**src/rtl/idli_decode_queue_m.sv**
```systemverilog
// Instruction queue between SQI fetch and execute decode; pairs SP-form
// instructions with their trailing immediate. Optional IDLI_DQ_STATS_EN adds a stall counter.
module idli_decode_queue_m #(
    parameter int W     = 4,
    parameter int DEPTH = 2,
    localparam int PERIOD = 16 / W,
    localparam int CTR_W  = (PERIOD > 1) ? $clog2(PERIOD) : 1,
    localparam int CNT_W  = $clog2(DEPTH + 1)
) (
    input  logic             i_dq_gck,
    input  logic             i_dq_rst,
    input  logic [CTR_W-1:0] i_dq_ctr,
    input  logic [15:0]      i_dq_enc,
    input  logic             i_dq_enc_vld,
    output logic             o_dq_rdy,
    input  logic             i_dq_flush,
    input  logic             i_dq_pop,
    output logic             o_dq_vld,
    output logic [15:0]      o_dq_enc,
    output logic [15:0]      o_dq_imm,
    output logic             o_dq_has_imm,
`ifdef IDLI_DQ_STATS_EN
    output logic [15:0]      o_dq_stall_cnt,
`endif
    output logic [CNT_W-1:0] o_dq_cnt
);

    localparam int PTR_W = (DEPTH > 1) ? $clog2(DEPTH) : 1;

    logic [15:0]      enc_r     [DEPTH];
    logic [15:0]      imm_r     [DEPTH];
    logic             has_imm_r [DEPTH];
    logic             cmp_r     [DEPTH];
    logic [PTR_W-1:0] head_r;
    logic [PTR_W-1:0] tail_r;
    logic [CNT_W-1:0] cnt_r;
    logic             pend_r;

    logic             per_end_s;
    logic             needs_imm_s;
    logic             accept_s;
    logic             alloc_s;
    logic             pop_s;
    logic [PTR_W-1:0] pend_idx_s;
    logic [PTR_W-1:0] head_nxt_s;
    logic [PTR_W-1:0] tail_nxt_s;
    logic             rdy_s;
    logic             vld_s;
    logic [15:0]      enc_s;
    logic [15:0]      imm_s;
    logic             has_imm_s;

    // SP-form (C = F) needs an immediate, except the opcodes that reuse C = F as a register list.
    function automatic logic needs_imm(input logic [15:0] enc);
        logic [3:0] op;
        op = enc[15:12];
        return (enc[3:0] == 4'hF) && (op != 4'b1000) && (op != 4'b1001) && (op != 4'b1101);
    endfunction

    // Pointer wrap at DEPTH (not necessarily a power of two).
    function automatic logic [PTR_W-1:0] ptr_inc(input logic [PTR_W-1:0] p);
        return (p == PTR_W'(DEPTH - 1)) ? '0 : p + PTR_W'(1);
    endfunction

    // Head-entry view and readiness, derived from state only.
    always_comb begin
        rdy_s     = pend_r || (cnt_r < CNT_W'(DEPTH));
        vld_s     = 1'b0;
        enc_s     = 16'h0000;
        imm_s     = 16'h0000;
        has_imm_s = 1'b0;
        if (cnt_r != '0) begin
            vld_s     = cmp_r[head_r];
            enc_s     = enc_r[head_r];
            imm_s     = has_imm_r[head_r] ? imm_r[head_r] : 16'h0000;
            has_imm_s = has_imm_r[head_r];
        end else begin
            vld_s     = 1'b0;
        end
    end

    // Period-end qualification of accept/pop and pointer arithmetic.
    always_comb begin
        per_end_s   = (i_dq_ctr == CTR_W'(PERIOD - 1));
        needs_imm_s = needs_imm(i_dq_enc);
        accept_s    = per_end_s && i_dq_enc_vld && rdy_s;
        alloc_s     = accept_s && !pend_r;
        pop_s       = per_end_s && i_dq_pop && vld_s;
        pend_idx_s  = (tail_r == '0) ? PTR_W'(DEPTH - 1) : tail_r - PTR_W'(1);
        head_nxt_s  = ptr_inc(head_r);
        tail_nxt_s  = ptr_inc(tail_r);
    end

    // Queue state: updates only in the period-end cycle; flush overrides accept and pop.
    always_ff @(posedge i_dq_gck) begin
        if (i_dq_rst) begin
            head_r <= '0;
            tail_r <= '0;
            cnt_r  <= '0;
            pend_r <= 1'b0;
            for (int i = 0; i < DEPTH; i++) begin
                enc_r[i]     <= 16'h0000;
                imm_r[i]     <= 16'h0000;
                has_imm_r[i] <= 1'b0;
                cmp_r[i]     <= 1'b0;
            end
        end else if (per_end_s) begin
            if (i_dq_flush) begin
                head_r <= '0;
                tail_r <= '0;
                cnt_r  <= '0;
                pend_r <= 1'b0;
            end else begin
                if (accept_s && pend_r) begin
                    imm_r[pend_idx_s] <= i_dq_enc;
                    cmp_r[pend_idx_s] <= 1'b1;
                    pend_r            <= 1'b0;
                end else if (alloc_s) begin
                    enc_r[tail_r]     <= i_dq_enc;
                    imm_r[tail_r]     <= 16'h0000;
                    has_imm_r[tail_r] <= needs_imm_s;
                    cmp_r[tail_r]     <= !needs_imm_s;
                    pend_r            <= needs_imm_s;
                    tail_r            <= tail_nxt_s;
                end
                if (pop_s) begin
                    head_r <= head_nxt_s;
                end
                cnt_r <= cnt_r + CNT_W'(alloc_s) - CNT_W'(pop_s);
            end
        end
    end

`ifdef IDLI_DQ_STATS_EN
    logic [15:0] stall_cnt_r;
    logic        stall_s;

    // A period end counts as a stall when execute has nothing complete to take.
    always_comb begin
        stall_s = !vld_s && ((cnt_r != '0) || pend_r || !i_dq_flush);
    end

    // Saturating stall counter, cleared only by reset.
    always_ff @(posedge i_dq_gck) begin
        if (i_dq_rst) begin
            stall_cnt_r <= 16'h0000;
        end else if (per_end_s && stall_s && (stall_cnt_r != 16'hFFFF)) begin
            stall_cnt_r <= stall_cnt_r + 16'h0001;
        end
    end

    assign o_dq_stall_cnt = stall_cnt_r;
`endif

    assign o_dq_rdy     = rdy_s;
    assign o_dq_vld     = vld_s;
    assign o_dq_enc     = enc_s;
    assign o_dq_imm     = imm_s;
    assign o_dq_has_imm = has_imm_s;
    assign o_dq_cnt     = cnt_r;

endmodule

```
**config.mk**
```make
export PLATFORM = sky130hd
export DESIGN_NAME = idli_decode_queue_m
export DESIGN_NICKNAME = d
export VERILOG_FILES = /design/src/rtl/idli_decode_queue_m.sv
export SDC_FILE = /design/constraint.sdc
export NUM_CORES = 1
export LEC_CHECK = 0
export BUFFER_PORTS_ARGS = -buffer_cell sky130_fd_sc_hd__clkbuf_2
export CORE_MARGIN = 2
export CORE_UTILIZATION = 60
export DETAILED_ROUTE_END_ITERATION = 8
export GPL_TIMING_DRIVEN = 0
export HOLD_SLACK_MARGIN = 0.08
export PLACE_DENSITY = 0.84
export SLEW_MARGIN = 25
export SYNTH_ARGS = -nofsm -noshare
export SYNTH_HDL_FRONTEND = slang
export SYNTH_SLANG_ARGS = --single-unit
export TNS_END_PERCENT = 1
```
**constraint.sdc**
```tcl
create_clock -name i_dq_gck -period 4.2 [get_ports i_dq_gck]
set_input_delay 0.21 -clock i_dq_gck [delete_from_list [all_inputs] [get_ports i_dq_gck]]
set_output_delay 0.21 -clock i_dq_gck [all_outputs]
set_load 0.02 [all_outputs]
```
; ---- Word level (Yosys, flattened, before mapping)
; Memory sizes are Yosys's and may differ from the RTL's. A register that Yosys moved wholly into a read port is not among the register bits.
; Index checks and enable logic that the tools add are counted.
[op_classes]
bitwise = 0
n_reduce_logical = 25
n_mux = 56
addsub = 5
div_mod_pow = 0
shift = 0
mul = 0
eq_ne = 6
magnitude_cmp = 1
[op_table]
columns = op, n
row1 = $mux 16, 6
row2 = $mux 1, 49
row3 = $reduce_or 16->1, 3
row4 = $ne 4x4->1 const B, 3
row5 = $logic_and 1x1->1, 9
row6 = $reduce_bool 2->1, 3
row7 = $eq 4x4->1 const B, 1
row8 = $reduce_and 2->1, 2
row9 = $reduce_and 3->1, 1
row10 = $reduce_bool 3->1, 1
row11 = $reduce_or 1->1, 3
row12 = $add 1x1->1 const B, 2
row13 = $add 2x1->2, 1
row14 = $eq 2x2->1 const B, 1
row15 = $logic_not 1->1, 2
row16 = $lt 2x2->1 const B, 1
row17 = $mux 2, 1
row18 = $ne 2x2->1 const B, 1
row19 = $sub 2x1->2, 1
row20 = $logic_or 1x1->1, 1
row21 = $sub 1x1->1 const B, 1
[word_totals]
output_inout_bits = 37
input_bits = 23
ram_bits = 68
mem_bits_ro = 0
n_memories = 4
latch_bits = 0
ff_bits = 5
elab_cells = 101
[memory_table]
columns = memory, depth, word_bits, rd, rd_ports_with_merged_regs, write_ports, line_no
row1 = enc_r, 2, 16, 1, 1, 2, 30  ; logic [15:0] enc_r [DEPTH];
row2 = imm_r, 2, 16, 1, 1, 2, 31  ; logic [15:0] imm_r [DEPTH];
row3 = cmp_r, 2, 1, 1, 1, 2, 33  ; logic cmp_r [DEPTH];
row4 = has_imm_r, 2, 1, 1, 1, 2, 32  ; logic has_imm_r [DEPTH];

; ---- Logic depth before layout (Yosys ltp)
; Gate-level depths: netlist (run 1).
[logic_depth]
word_depth = 12
depth_mapped = 9

; ---- Worst setup path before layout (run 1)
; No wires, ideal clock.
[synth_path]
kind = register to register
from = register cnt_r[1], in the netlist o_dq_cnt[1]
to = memory cmp_r[1], enable pin
t_arrival_ns = 2.502
path_buffers = 1
t_required_ns = 3.805
setup_ns = 0.395
path_slack_ns = 1.303
path_stages_with_launch = 8
cell_sequence = dfxtp_1 buf_2 nand2b_1 or3b_4 nor2_1 ha_1 inv_1 o21bai_1
[synth_rtl]
columns = element, line_no
row1 = "start, declared", 36  ; logic [CNT_W-1:0] cnt_r;
row2 = "start signal, assigned", 129  ; cnt_r <= cnt_r + CNT_W'(alloc_s) - CNT_W'(pop_s);
row3 = "end, declared", 33

==> results of run 1 <==
## layout by cell type, fill, tap and decap left out, types with 2 or more instances in the layout
cell,count
sky130_fd_sc_hd__o21bai_2,2
sky130_fd_sc_hd__edfxtp_1,68
sky130_fd_sc_hd__clkbuf_1,4
sky130_fd_sc_hd__or3_1,3
sky130_fd_sc_hd__a31oi_1,2
sky130_fd_sc_hd__clkinv_1,3
sky130_fd_sc_hd__clkbuf_2,60
sky130_fd_sc_hd__mux2i_1,34
sky130_fd_sc_hd__o21ai_0,2
sky130_fd_sc_hd__or2_2,2
sky130_fd_sc_hd__buf_6,3
sky130_fd_sc_hd__a21oi_1,3
sky130_fd_sc_hd__nand2b_1,3
sky130_fd_sc_hd__nand2_1,3
sky130_fd_sc_hd__nor2_1,36
sky130_fd_sc_hd__inv_1,7
sky130_fd_sc_hd__ha_1,4
sky130_fd_sc_hd__buf_2,5
sky130_fd_sc_hd__dfxtp_1,6
sky130_fd_sc_hd__clkbuf_8,9
sky130_fd_sc_hd__nor4_4,2
sky130_fd_sc_hd__nor3_1,3
sky130_fd_sc_hd__and2_1,67
sky130_fd_sc_hd__nand3_1,2
## power breakdown
group	internal [W]	switching (W)	total [W]
registers	0.000825	0.00000757	0.000833
logic	0.0000246	0.0000433	0.0000679
clock network	0.000264	0.000243	0.000507
total	0.00111	0.000294	0.00141
## layout make-up
| type | instances | area share |
|---|---|---|
| Sequential cell | 74 | 0.526 |
| Inverter | 7 | 0.00639 |
| Timing Repair Buffer | 61 | 0.0785 |
| Tap cell | 72 | 0.0219 |
| Multi-Input combinational cell | 181 | 0.309 |
| Buffer | 12 | 0.0158 |
| Clock buffer | 10 | 0.0310 |
| Clock inverter | 5 | 0.0113 |
## final timing paths
check	start	end
worst max register to register	o_dq_cnt[1]	imm_r[1][11]
worst min register to register	head_r	head_r
worst min-delay path	i_dq_enc[8]	imm_r[0][8]
worst max-delay path	i_dq_rst	imm_r[1][11]
## kinds of logic after synthesis
kind of cell	Yosys count	share of synthesized area
adders and majority gates	4	0.0142
muxes	35	0.100
AOI/OAI and AO/OA	15	0.0299
buffers and inverters	19	0.0260
xor gates and xnor gates	1	0.00249
and+or+nand+nor	126	0.213
DFF	74	0.615
## worst register-to-register path, delay by kind of cell (launching register included)
| family | cells | cell delay (ns) |
|---|---|---|
| fa+ha+maj | 1 | 0.26 |
| simple gates | 5 | 1.32 |
| flops | 1 | 0.31 |
| buf+inv | 3 | 0.63 |
## state kept, by name, indices dropped and copies added, names as in the netlist, named ones only
signal / count
cmp_r: 2
enc_r: 32
has_imm_r: 2
head_r: 1
imm_r: 32
o_dq_cnt: 2
pend_r: 1
tail_r: 1
## per-layer routing
metal	part of all wire	global-route usage	vias up
met2	0.50	0.386	79
met5	0	0	-
met1	0.42	0.300	1072
met3	0.073	0.0551	10
met4	0.011	0.0831	0
li1	-	-	1111
## what timing repair did
item / 4_1_cts / 5_1_grt
endpoints found under the setup margin: 0 / 0
hold endpoints to repair: 3 / 0
hold buffers: 1 / 0
## stage by stage
stage                util  total power [W]  setup slack, ns  area, sq um  hold slack (ns)
finish              0.738          0.00141             1.28         4110            0.190
global route        0.738          0.00145             1.12         4110            0.177
CTS                 0.738          0.00141             1.31         4110            0.180
detailed placement  0.705         0.000916             1.53         3930            0.420
global placement    0.699         0.000910            0.917         3900            0.414
floorplan               -         0.000882             1.30         3520            0.389
==> impl_metrics.sql, run 1 <==
INSERT INTO impl_metrics (metric_group, metric, value, unit) VALUES
('sta', 'worst_pin_slew', '0.575', 'ns'),
('run_status', 'run_status', 'finished clean', ''),
('yosys', 'yosys.cell_types.count', '36', ''),
('floorplan', 'rows', '27', ''),
('finish', 'finalNetCount', '373', ''),
('yosys', 'netlist.top_cell.by_area', 'sky130_fd_sc_hd__edfxtp_1', ''),
('power_and_ir_drop', 'peakVddDrop', '0.000252', 'V'),
('yosys', 'synth.yosys.seq_area_share', '0.615', ''),
('floorplan', 'boundaryPins', '60', ''),
('detailed_routing', 'totalWireLength', '6830', 'microns'),
('yosys', 'syn_inst', '274', ''),
('clocking', 'root_buffer', 'sky130_fd_sc_hd__clkbuf_8', ''),
('sta', 'hold_violations', '0', ''),
('detailed_routing', 'avgViaCountPerCell', '5.38', ''),
('power_and_ir_drop', 'static_leak', '1.62', 'nW'),
('yosys', 'yosys.cell_count.top_type', 'sky130_fd_sc_hd__edfxtp_1', ''),
('sta', 'final_min_period_over_clock_period', '0.694', ''),
('clocking', 'cts_htree_levels', '3', ''),
('finish', 'final.fill_count', '370', ''),
('detailed_routing', 'drt-pass1-iter-count', '5', ''),
('critical_path', 'worst-path-stages', '10', ''),
('critical_path', 'critPathRequiredTime', '4.41', 'ns'),
('clocking', 'cts_post_setup_buffers_inserted', '0', ''),
('sta', 'worst_clock_skew_on_the_final_layout', '0.00651', 'ns'),
('critical_path', 'critical-path-slowest-cell', 'sky130_fd_sc_hd__dlygate4sd3_1', ''),
('finish', 'multi_input_comb_area', '0.00127', 'sq mm'),
('yosys', 'post_synth_most_frequent_cells', 'sky130_fd_sc_hd__edfxtp_1, sky130_fd_sc_hd__and2_1, sky130_fd_sc_hd__nor2_1', ''),
('critical_path', 'reg2reg_slack', '1.55', 'ns'),
('grt', 'grt_start_max_net_pins', '18', ''),
('floorplan', 'die_height', '80.6', 'microns'),
('yosys', 'synth_flop_cell', 'sky130_fd_sc_hd__edfxtp_1', ''),
('sta', 'slew-limit-headroom', '0.615', ''),
('placed_design', 'place_congestion', '0.829', ''),
('sta', 'timing_max_transition_violations_final', '0', ''),
('yosys', 'mappedNetlistNets', '301', ''),
('yosys', 'netlist.area_leader.share', '0.581', ''),
('yosys', 'synthTopCellsByArea', 'sky130_fd_sc_hd__edfxtp_1, sky130_fd_sc_hd__and2_1, sky130_fd_sc_hd__mux2i_1', ''),
('floorplan', 'die_area', '0.00649', 'sq mm'),
('hold_path', 'instance_count_along_the_most_critical_hold_path', '2', ''),
('sta', 'shortest_clock_period_the_worst_path_allows_after_layout', '2.92', 'ns'),
('hold_path', 'hold_path_class', 'in2reg', ''),
('grt', 'grt_overflow_total', '0', ''),
('yosys', 'synth-edff-count', '68', ''),
('floorplan', 'die_width', '80.6', 'microns'),
('critical_path', 'r2r_cells', '9', ''),
('run', 'max_cap_violations', '0', ''),
('placed_design', 'dpl.hpwl', '4830', 'microns'),
('floorplan', 'fp.coreArea', '0.00557', 'sq mm'),
('clocking', 'ctsLongestPathBuffers', '2', ''),
('finish', 'register_area', '0.00216', 'sq mm'),
('sta', 'rsz0062_at_grt', 'false', ''),
('detailed_routing', 'drc', '0', ''),
('grt', 'grt_pass1_wl', '10800', 'microns'),
('finish', 'antenna_diode_count', '0', ''),
('detailed_routing', 'routed_wire_length_per_instance', '16.2', 'microns'),
('detailed_routing', 'drt_iter0_drc', '154', ''),
('grt', 'grtUsageTotal', '0.233', ''),
('yosys', 'synth.ff_latch_count', '74', ''),
('yosys', 'synth_area_per_cell', '12.8', 'sq um'),
('critical_path', 'timing.critical_path.to_type', 'flip-flop', ''),
('clocking', 'clk_pin_slew_worst_paths', '0.07', 'ns'),
('finish', 'area_growth', '16.9', '%'),
('placed_design', 'placedCellCount', '406', ''),
('power_and_ir_drop', 'power_per_standard_cell_area', '342', 'mW/mm^2'),
('detailed_routing', 'vias', '2272', ''),
('clocking', 'post_cts_resize_count', '0', ''),
('clocking', 'clock-sinks', '74', ''),
('critical_path', 'critical_path_buf_inv_count', '4', ''),
('placed_design', 'placement.io_buffers', '58', ''),
('finish', 'final_cell_count_no_fill', '422', ''),
('critical_path', 'cp-start-kind', 'primary input', '');
Power figures use the tool's default switching activity.
==> run 2: changes to the inputs <==
Settings changed: ABC_AREA set to 1, CORE_UTILIZATION 60 to 56, PLACE_DENSITY 0.84 to 0.8.
Clock period 4.2 ns to 2.75 ns, I/O delays scaled along.
==> impl_metrics.sql, run 2 <==
INSERT INTO impl_metrics (metric_group, metric, value, unit) VALUES
('placed_design', 'place_congestion', '0.843', ''),
('grt', 'first_global_vias', '2739', ''),
('detailed_routing', 'vias', '2835', ''),
('finish', 'register_area', '0.00216', 'sq mm'),
('clocking', 'tritoncts', 'yes', ''),
('grt', 'grt_pass1_wl', '12400', 'microns'),
('sta', 'rsz0062_at_grt', 'false', ''),
('yosys', 'synth-edff-count', '68', ''),
('yosys', 'post_synth_instance_area', '0.00352', 'sq mm'),
('finish', 'finalNetCount', '487', ''),
('sta', 'worst_pin_slew', '0.606', 'ns'),
('yosys', 'synth_flop_cell', 'sky130_fd_sc_hd__edfxtp_1', ''),
('clocking', 'cts_htree_levels', '3', ''),
('clocking', 'cts_post_setup_buffers_inserted', '0', ''),
('clocking', 'root_buffer', 'sky130_fd_sc_hd__clkbuf_8', ''),
('grt', 'grt_overflow_total', '0', ''),
('detailed_routing', 'drt_iter0_drc', '250', ''),
('power_and_ir_drop', 'power_per_standard_cell_area', '548', 'mW/mm^2'),
('finish', 'final.fill_count', '452', ''),
('grt', 'number_of_antenna_violations_at_the_first_check_in_global_routing', '0', ''),
('clocking', 'ctsLongestPathBuffers', '2', ''),
('yosys', 'yosys.cell_count.top_type', 'sky130_fd_sc_hd__nand2_1', ''),
('yosys', 'synth.yosys.seq_area_share', '0.613', ''),
('yosys', 'ys_async_sr_fraction', '0', ''),
('sta', 'worst_clock_skew_on_the_final_layout', '0.0107', 'ns'),
('yosys', 'mappedNetlistNets', '416', ''),
('clocking', 'cts_buffers', '9', ''),
('placed_design', 'post_dp_cell_area', '0.00391', 'sq mm'),
('placed_design', 'dpl.hpwl', '5320', 'microns'),
('detailed_routing', 'drt.antenna.violating_nets', '0', ''),
('critical_path', 'timing.critical_path.to_type', 'flip-flop', ''),
('clocking', 'clk_pin_slew_worst_paths', '0.07', 'ns'),
('finish', 'final_layout_size_suffix_gt1_frac', '0.206', ''),
('run_status', 'run_status', 'finished clean', ''),
('sta', 'hold_violations', '0', ''),
('sta', 'totalNegativeSetupSlack', '0', 'ns'),
('sta', 'hold_ws', '0.0840', 'ns'),
('finish', 'layout_commonest_cell', 'sky130_fd_sc_hd__nand2_1', ''),
('finish', 'reg_top3', 'enc_r x32, imm_r x32', ''),
('floorplan', 'initial_utilization', '0.588', ''),
('finish', 'final_cell_mix', 'sky130_fd_sc_hd__nand2_1, sky130_fd_sc_hd__edfxtp_1, sky130_fd_sc_hd__clkbuf_2', ''),
('floorplan', 'fp.coreArea', '0.00599', 'sq mm'),
('sta', 'slew-limit-headroom', '0.596', ''),
('yosys', 'synth.ff_latch_count', '74', ''),
('floorplan', 'rows', '28', ''),
('sta', 'shortest_clock_period_the_worst_path_allows_after_layout', '2.46', 'ns'),
('critical_path', 'critPathMaxFanout', '17', ''),
('critical_path', 'critPathRequiredTime', '2.75', 'ns'),
('critical_path', 'worstPathArrival', '2.45', 'ns'),
('hold_path', 'hold_path_class', 'in2reg', ''),
('finish', 'area_growth', '17.4', '%'),
('yosys', 'warnings_from_yosys', '0', ''),
('yosys', 'synthTopCellsByArea', 'sky130_fd_sc_hd__edfxtp_1, sky130_fd_sc_hd__nand2_1, sky130_fd_sc_hd__inv_1', ''),
('sta', 'final_min_period_over_clock_period', '0.894', ''),
('detailed_routing', 'drt-pass1-iter-count', '5', ''),
('detailed_routing', 'routed_wire_length_per_instance', '14.3', 'microns'),
('yosys', 'synth_area_per_cell', '9.06', 'sq um'),
('run', 'max_cap_violations', '0', ''),
('sta', 'setup_violations', '0', ''),
('grt', 'grt_start_max_net_pins', '18', ''),
('floorplan', 'boundaryPins', '60', ''),
('detailed_routing', 'totalWireLength', '7730', 'microns'),
('yosys', 'post_synth_most_frequent_cells', 'sky130_fd_sc_hd__nand2_1, sky130_fd_sc_hd__edfxtp_1, sky130_fd_sc_hd__inv_1', ''),
('finish', 'multi_input_comb_area', '0.00108', 'sq mm'),
('floorplan', 'die_height', '83.3', 'microns'),
('power_and_ir_drop', 'static_leak', '2.08', 'nW'),
('detailed_routing', 'drc', '0', ''),
('floorplan', 'die_area', '0.00694', 'sq mm'),
('detailed_routing', 'avgViaCountPerCell', '5.25', ''),
('floorplan', 'die_width', '83.3', 'microns'),
('critical_path', 'path_class', 'reg2reg', ''),
('yosys', 'netlist.top_cell.by_area', 'sky130_fd_sc_hd__edfxtp_1', ''),
('placed_design', 'placement.io_buffers', '59', ''),
('clocking', 'clock-sinks', '74', ''),
('clocking', 'worstSkewPairLatency', '0.35', 'ns'),
('yosys', 'syn_inst', '389', ''),
('critical_path', 'cp-start-kind', 'flip-flop', ''),
('sta', 'timing_max_transition_violations_final', '0', ''),
('finish', 'antenna_diode_count', '0', ''),
('sta', 'fmax', '407', 'MHz'),
('finish', 'final_cell_area', '0.00414', 'sq mm'),
('power_and_ir_drop', 'total_power', '0.00227', 'W'),
('yosys', 'yosys.cell_types.count', '24', ''),
('yosys', 'netlist.area_leader.share', '0.579', ''),
('power_and_ir_drop', 'peakVddDrop', '0.000284', 'V'),
('grt', 'grtUsageTotal', '0.236', '');
run 2: changes by cell type in the layout (fill, tap and decap cells not counted), moves of 3 or more:
| cell | change |
|---|---|
| sky130_fd_sc_hd__and2_1 | -67 |
| sky130_fd_sc_hd__clkbuf_1 | +9 |
| sky130_fd_sc_hd__inv_1 | +47 |
| sky130_fd_sc_hd__nor2_2 | +5 |
| sky130_fd_sc_hd__a21oi_1 | +31 |
| sky130_fd_sc_hd__nor3_1 | -3 |
| sky130_fd_sc_hd__nand2_2 | +7 |
| sky130_fd_sc_hd__or3_1 | -3 |
| sky130_fd_sc_hd__nand2b_1 | -3 |
| sky130_fd_sc_hd__nand2_1 | +130 |
| sky130_fd_sc_hd__nor2_1 | +10 |
| sky130_fd_sc_hd__mux2i_1 | -34 |
run 2: final timing paths:
kind	start	endpoint	slack, ns	depth (start not counted)
worst max-delay path	o_dq_cnt[1]	enc_r[0][0]	0.29	10
worst min-delay path	i_dq_enc[11]	enc_r[1][11]	0.08	3
worst max register to register	o_dq_cnt[1]	enc_r[0][0]	0.29	10
worst min register to register	o_dq_cnt[0]	o_dq_cnt[0]	0.52	2
run 2: power breakdown:
part,internal [W],switching [W]
Sequential,0.00126,0.0000106
Clock,0.000510,0.000375
Combinational,0.0000316,0.0000783
Total,0.00180,0.000464
run 2: metal layers:
layer / vias to the layer above / global-route usage / share of wire
met1: 1321 / 0.294 / 0.39
met3: 19 / 0.0636 / 0.092
met2: 130 / 0.386 / 0.49
li1: 1365 / - / -
met4: 0 / 0.104 / 0.027
met5: - / 0 / 0
run 2: worst max-delay path, stage by stage, from the launching register on:
cell	delay, ns
sky130_fd_sc_hd__dfxtp_1	0.32
sky130_fd_sc_hd__inv_2	0.11
sky130_fd_sc_hd__nor2_2	0.05
sky130_fd_sc_hd__nor2_2	0.15
sky130_fd_sc_hd__nand3_2	0.18
sky130_fd_sc_hd__buf_4	0.23
sky130_fd_sc_hd__inv_1	0.09
sky130_fd_sc_hd__ha_1	0.14
sky130_fd_sc_hd__clkbuf_1	0.35
sky130_fd_sc_hd__inv_1	0.13
sky130_fd_sc_hd__nand2_2	0.36
run 2: final cells by class:
cell class,count,area share
Sequential cell,74,0.523
Multi-Input combinational cell,243,0.261
Timing Repair Buffer,60,0.0738
Clock buffer,13,0.0336
Tap cell,75,0.0227
Buffer,16,0.0203
Inverter,56,0.0508
Clock inverter,3,0.0154
run 2: per-stage QoR:
stage	instances	setup WS (ns)	utilization
after CTS	540	0.0777	0.689
after global placement	523	0.110	0.653
after detailed placement	523	0.0953	0.653
after floorplan	389	0.299	-
after global routing	540	0.0814	0.690
final	540	0.292	0.690
run 2: timing repair:
item | 4_1_cts | 5_1_grt
resized for setup | 0 | 4
endpoints found under the setup margin | 0 | 68
endpoints found under the hold margin | 1 | 0
hold buffers | 1 | 0
run 2: kinds of logic after synthesis:
group | count (synthesis) | synth area share
fa+ha+maj | 4 | 0.0142
compound gates | 36 | 0.0518
flops | 74 | 0.613
buf+inv | 72 | 0.0834
simple gates | 203 | 0.237
==> run 3: changes to the inputs <==
Settings changed: CORE_UTILIZATION 56 to 60, PLACE_DENSITY 0.8 to 0.84.
Clock period 2.75 ns to 2.9 ns, I/O delays scaled along.
==> impl_metrics.sql, run 3 (synthesis gave the netlist of run 2 again) <==
INSERT INTO impl_metrics (metric_group, metric, value, unit) VALUES
('finish', 'finalNetCount', '487', ''),
('clocking', 'cts_buffers', '9', ''),
('critical_path', 'critPathMaxFanout', '17', ''),
('detailed_routing', 'drc', '0', ''),
('hold_path', 'hold_path_class', 'in2reg', ''),
('finish', 'area_growth', '17.2', '%'),
('critical_path', 'timing.critical_path.max_delay_family', 'buffers and inverters', ''),
('floorplan', 'die_width', '80.6', 'microns'),
('detailed_routing', 'drt.antenna.violating_nets', '0', ''),
('detailed_routing', 'totalWireLength', '7760', 'microns'),
('sta', 'slew-limit-headroom', '0.509', ''),
('critical_path', 'path_class', 'in2reg', ''),
('critical_path', 'reg2reg_slack', '0.22', 'ns'),
('detailed_routing', 'drt-pass1-iter-count', '5', ''),
('clocking', 'clock-sinks', '74', ''),
('floorplan', 'fp.coreArea', '0.00557', 'sq mm'),
('sta', 'totalNegativeSetupSlack', '0', 'ns'),
('sta', 'hold_ws', '0.0968', 'ns'),
('critical_path', 'critPathRequiredTime', '2.88', 'ns'),
('sta', 'shortest_clock_period_the_worst_path_allows_after_layout', '2.74', 'ns'),
('sta', 'fmax', '365', 'MHz'),
('power_and_ir_drop', 'static_leak', '2.08', 'nW'),
('detailed_routing', 'met2WireLength', '3890', 'microns'),
('critical_path', 'cp-start-kind', 'primary input', ''),
('detailed_routing', 'vias', '2844', ''),
('critical_path', 'r2r_cells', '10', ''),
('run', 'max_cap_violations', '0', ''),
('run_status', 'run_status', 'finished clean', ''),
('critical_path', 'worst-path-stages', '10', ''),
('sta', 'worst_clock_skew_on_the_final_layout', '0.00841', 'ns'),
('floorplan', 'boundaryPins', '60', ''),
('grt', 'first_global_vias', '2729', ''),
('finish', 'layout_commonest_cell', 'sky130_fd_sc_hd__nand2_1', ''),
('sta', 'rsz0062_at_grt', 'false', ''),
('power_and_ir_drop', 'power_per_standard_cell_area', '523', 'mW/mm^2'),
('clocking', 'ctsLongestPathBuffers', '2', ''),
('detailed_routing', 'drt_iter0_drc', '288', ''),
('sta', 'hold_violations', '0', ''),
('grt', 'grtUsageTotal', '0.262', ''),
('detailed_routing', 'avgViaCountPerCell', '5.31', ''),
('critical_path', 'crit_path_end', 'enc_r[1][0]', ''),
('critical_path', 'crit_path_cell_trace', 'dlygate4sd3_1 -> clkbuf_2 -> nor3_4 -> nand3_2 -> buf_4 -> inv_1 -> ha_1 -> clkbuf_1 -> inv_1 -> nand2_1', ''),
('floorplan', 'initial_utilization', '0.632', ''),
('sta', 'timing_max_transition_violations_final', '0', ''),
('clocking', 'worstSkewPairLatency', '0.35', 'ns'),
('clocking', 'root_buffer', 'sky130_fd_sc_hd__clkbuf_8', ''),
('placed_design', 'placement.io_buffers', '59', ''),
('detailed_routing', 'routed_wire_length_per_instance', '14.5', 'microns'),
('sta', 'setup_violations', '0', ''),
('critical_path', 'critical-path-slowest-cell', 'sky130_fd_sc_hd__nand2_1', ''),
('detailed_routing', 'routed.top_layer', 'met4', ''),
('placed_design', 'dpl.hpwl', '5370', 'microns'),
('finish', 'reg_top3', 'enc_r x32, imm_r x32', ''),
('detailed_routing', 'routed-wl-met3', '701', 'microns'),
('critical_path', 'worst_setup_path_startpoint', 'i_dq_rst', ''),
('finish', 'final.fill_count', '396', ''),
('critical_path', 'critical_path.max_stage_delay', '0.57', 'ns'),
('finish', 'antenna_diode_count', '0', ''),
('hold_path', 'worstHoldStart', 'i_dq_enc[11]', ''),
('critical_path', 'timing.critical_path.to_type', 'flip-flop', ''),
('sta', 'worst_pin_slew', '0.735', 'ns'),
('clocking', 'cts_htree_levels', '3', ''),
('grt', 'grt_pass1_wl', '12200', 'microns'),
('grt', 'number_of_antenna_violations_at_the_first_check_in_global_routing', '0', ''),
('finish', 'final_cell_mix', 'sky130_fd_sc_hd__nand2_1, sky130_fd_sc_hd__edfxtp_1, sky130_fd_sc_hd__clkbuf_2', ''),
('critical_path', 'worstPathArrival', '2.72', 'ns'),
('floorplan', 'rows', '27', ''),
('floorplan', 'die_height', '80.6', 'microns'),
('power_and_ir_drop', 'total_power', '0.00216', 'W'),
('grt', 'grt_start_max_net_pins', '18', ''),
('critical_path', 'worstReg2RegStart', 'o_dq_cnt[1]', ''),
('grt', 'grt_overflow_total', '0', ''),
('clocking', 'clk_pin_slew_worst_paths', '0.07', 'ns'),
('power_and_ir_drop', 'peakVddDrop', '0.000360', 'V'),
('clocking', 'tritoncts', 'yes', ''),
('detailed_routing', 'm1WireLength', '2990', 'microns'),
('sta', 'final_min_period_over_clock_period', '0.946', ''),
('floorplan', 'die_area', '0.00650', 'sq mm'),
('critical_path', 'rr_endpoint', 'enc_r[1][0]', ''),
('critical_path', 'critical_path_buf_inv_count', '6', ''),
('placed_design', 'place_congestion', '0.809', ''),
('finish', 'final_layout_size_suffix_gt1_frac', '0.209', ''),
('critical_path', 'cp_common_cell', 'sky130_fd_sc_hd__inv_1', '');
==> run 3: area by class of cell <==
type	count	area, sq um	area share
tap	72	90.1	0.0218
buffer	16	83.8	0.0203
clock inverter	6	82.6	0.0200
timing repair buffer	60	305	0.0739
multi-input combinational	243	1070	0.260
sequential	74	2160	0.523
clock buffer	9	124	0.0300
inverter	56	210	0.0509
==> run 3: routing by layer <==
metal  vias to the layer above  global-route usage
met3                        18              0.0539
met4                         0               0.131
met5                         -                   0
met1                      1308               0.321
li1                       1367                   -
met2                       151               0.443
==> run 3: per-stage QoR <==
| step | instance area (sq um) | util | worst slack [ns] | cells |
|---|---|---|---|---|
| 2_1_floorplan | 3520 | - | 0.449 | 389 |
| 3_3_place_gp | 3910 | 0.701 | 0.268 | 520 |
| 3_5_place_dp | 3910 | 0.701 | 0.205 | 520 |
| 4_1_cts | 4130 | 0.740 | 0.128 | 536 |
| 5_1_grt | 4130 | 0.741 | 0.00703 | 536 |
| 6_report | 4130 | 0.741 | 0.157 | 536 |
==> run 3: worst min-delay path: cells and delay by family <==
family	cells	cell delay, ns
AND/OR/NAND/NOR	1	0.05
buffers and inverters	2	0.14
==> run 3: timing repair <==
item,in CTS,in global routing
endpoints found under the hold margin,1,0
endpoints found under the setup margin,0,34
gates resized for setup,0,2
hold buffers,1,0
buffers inserted,0,0
==> run 3: how the worst min path moves through the flow <==
stage | to | depth (start not counted)
floorplan | o_dq_cnt[0] | 1
global placement | o_dq_cnt[0] | 2
finish | enc_r[1][11] | 3
CTS | enc_r[1][11] | 3
global route | enc_r[1][5] | 3
detailed placement | o_dq_cnt[0] | 2
==> run 3: power by group <==
group | total (W) | internal [W] | switching (W)
logic | 0.000104 | 0.0000298 | 0.0000744
registers | 0.00121 | 0.00120 | 0.0000101
clock network | 0.000850 | 0.000475 | 0.000375
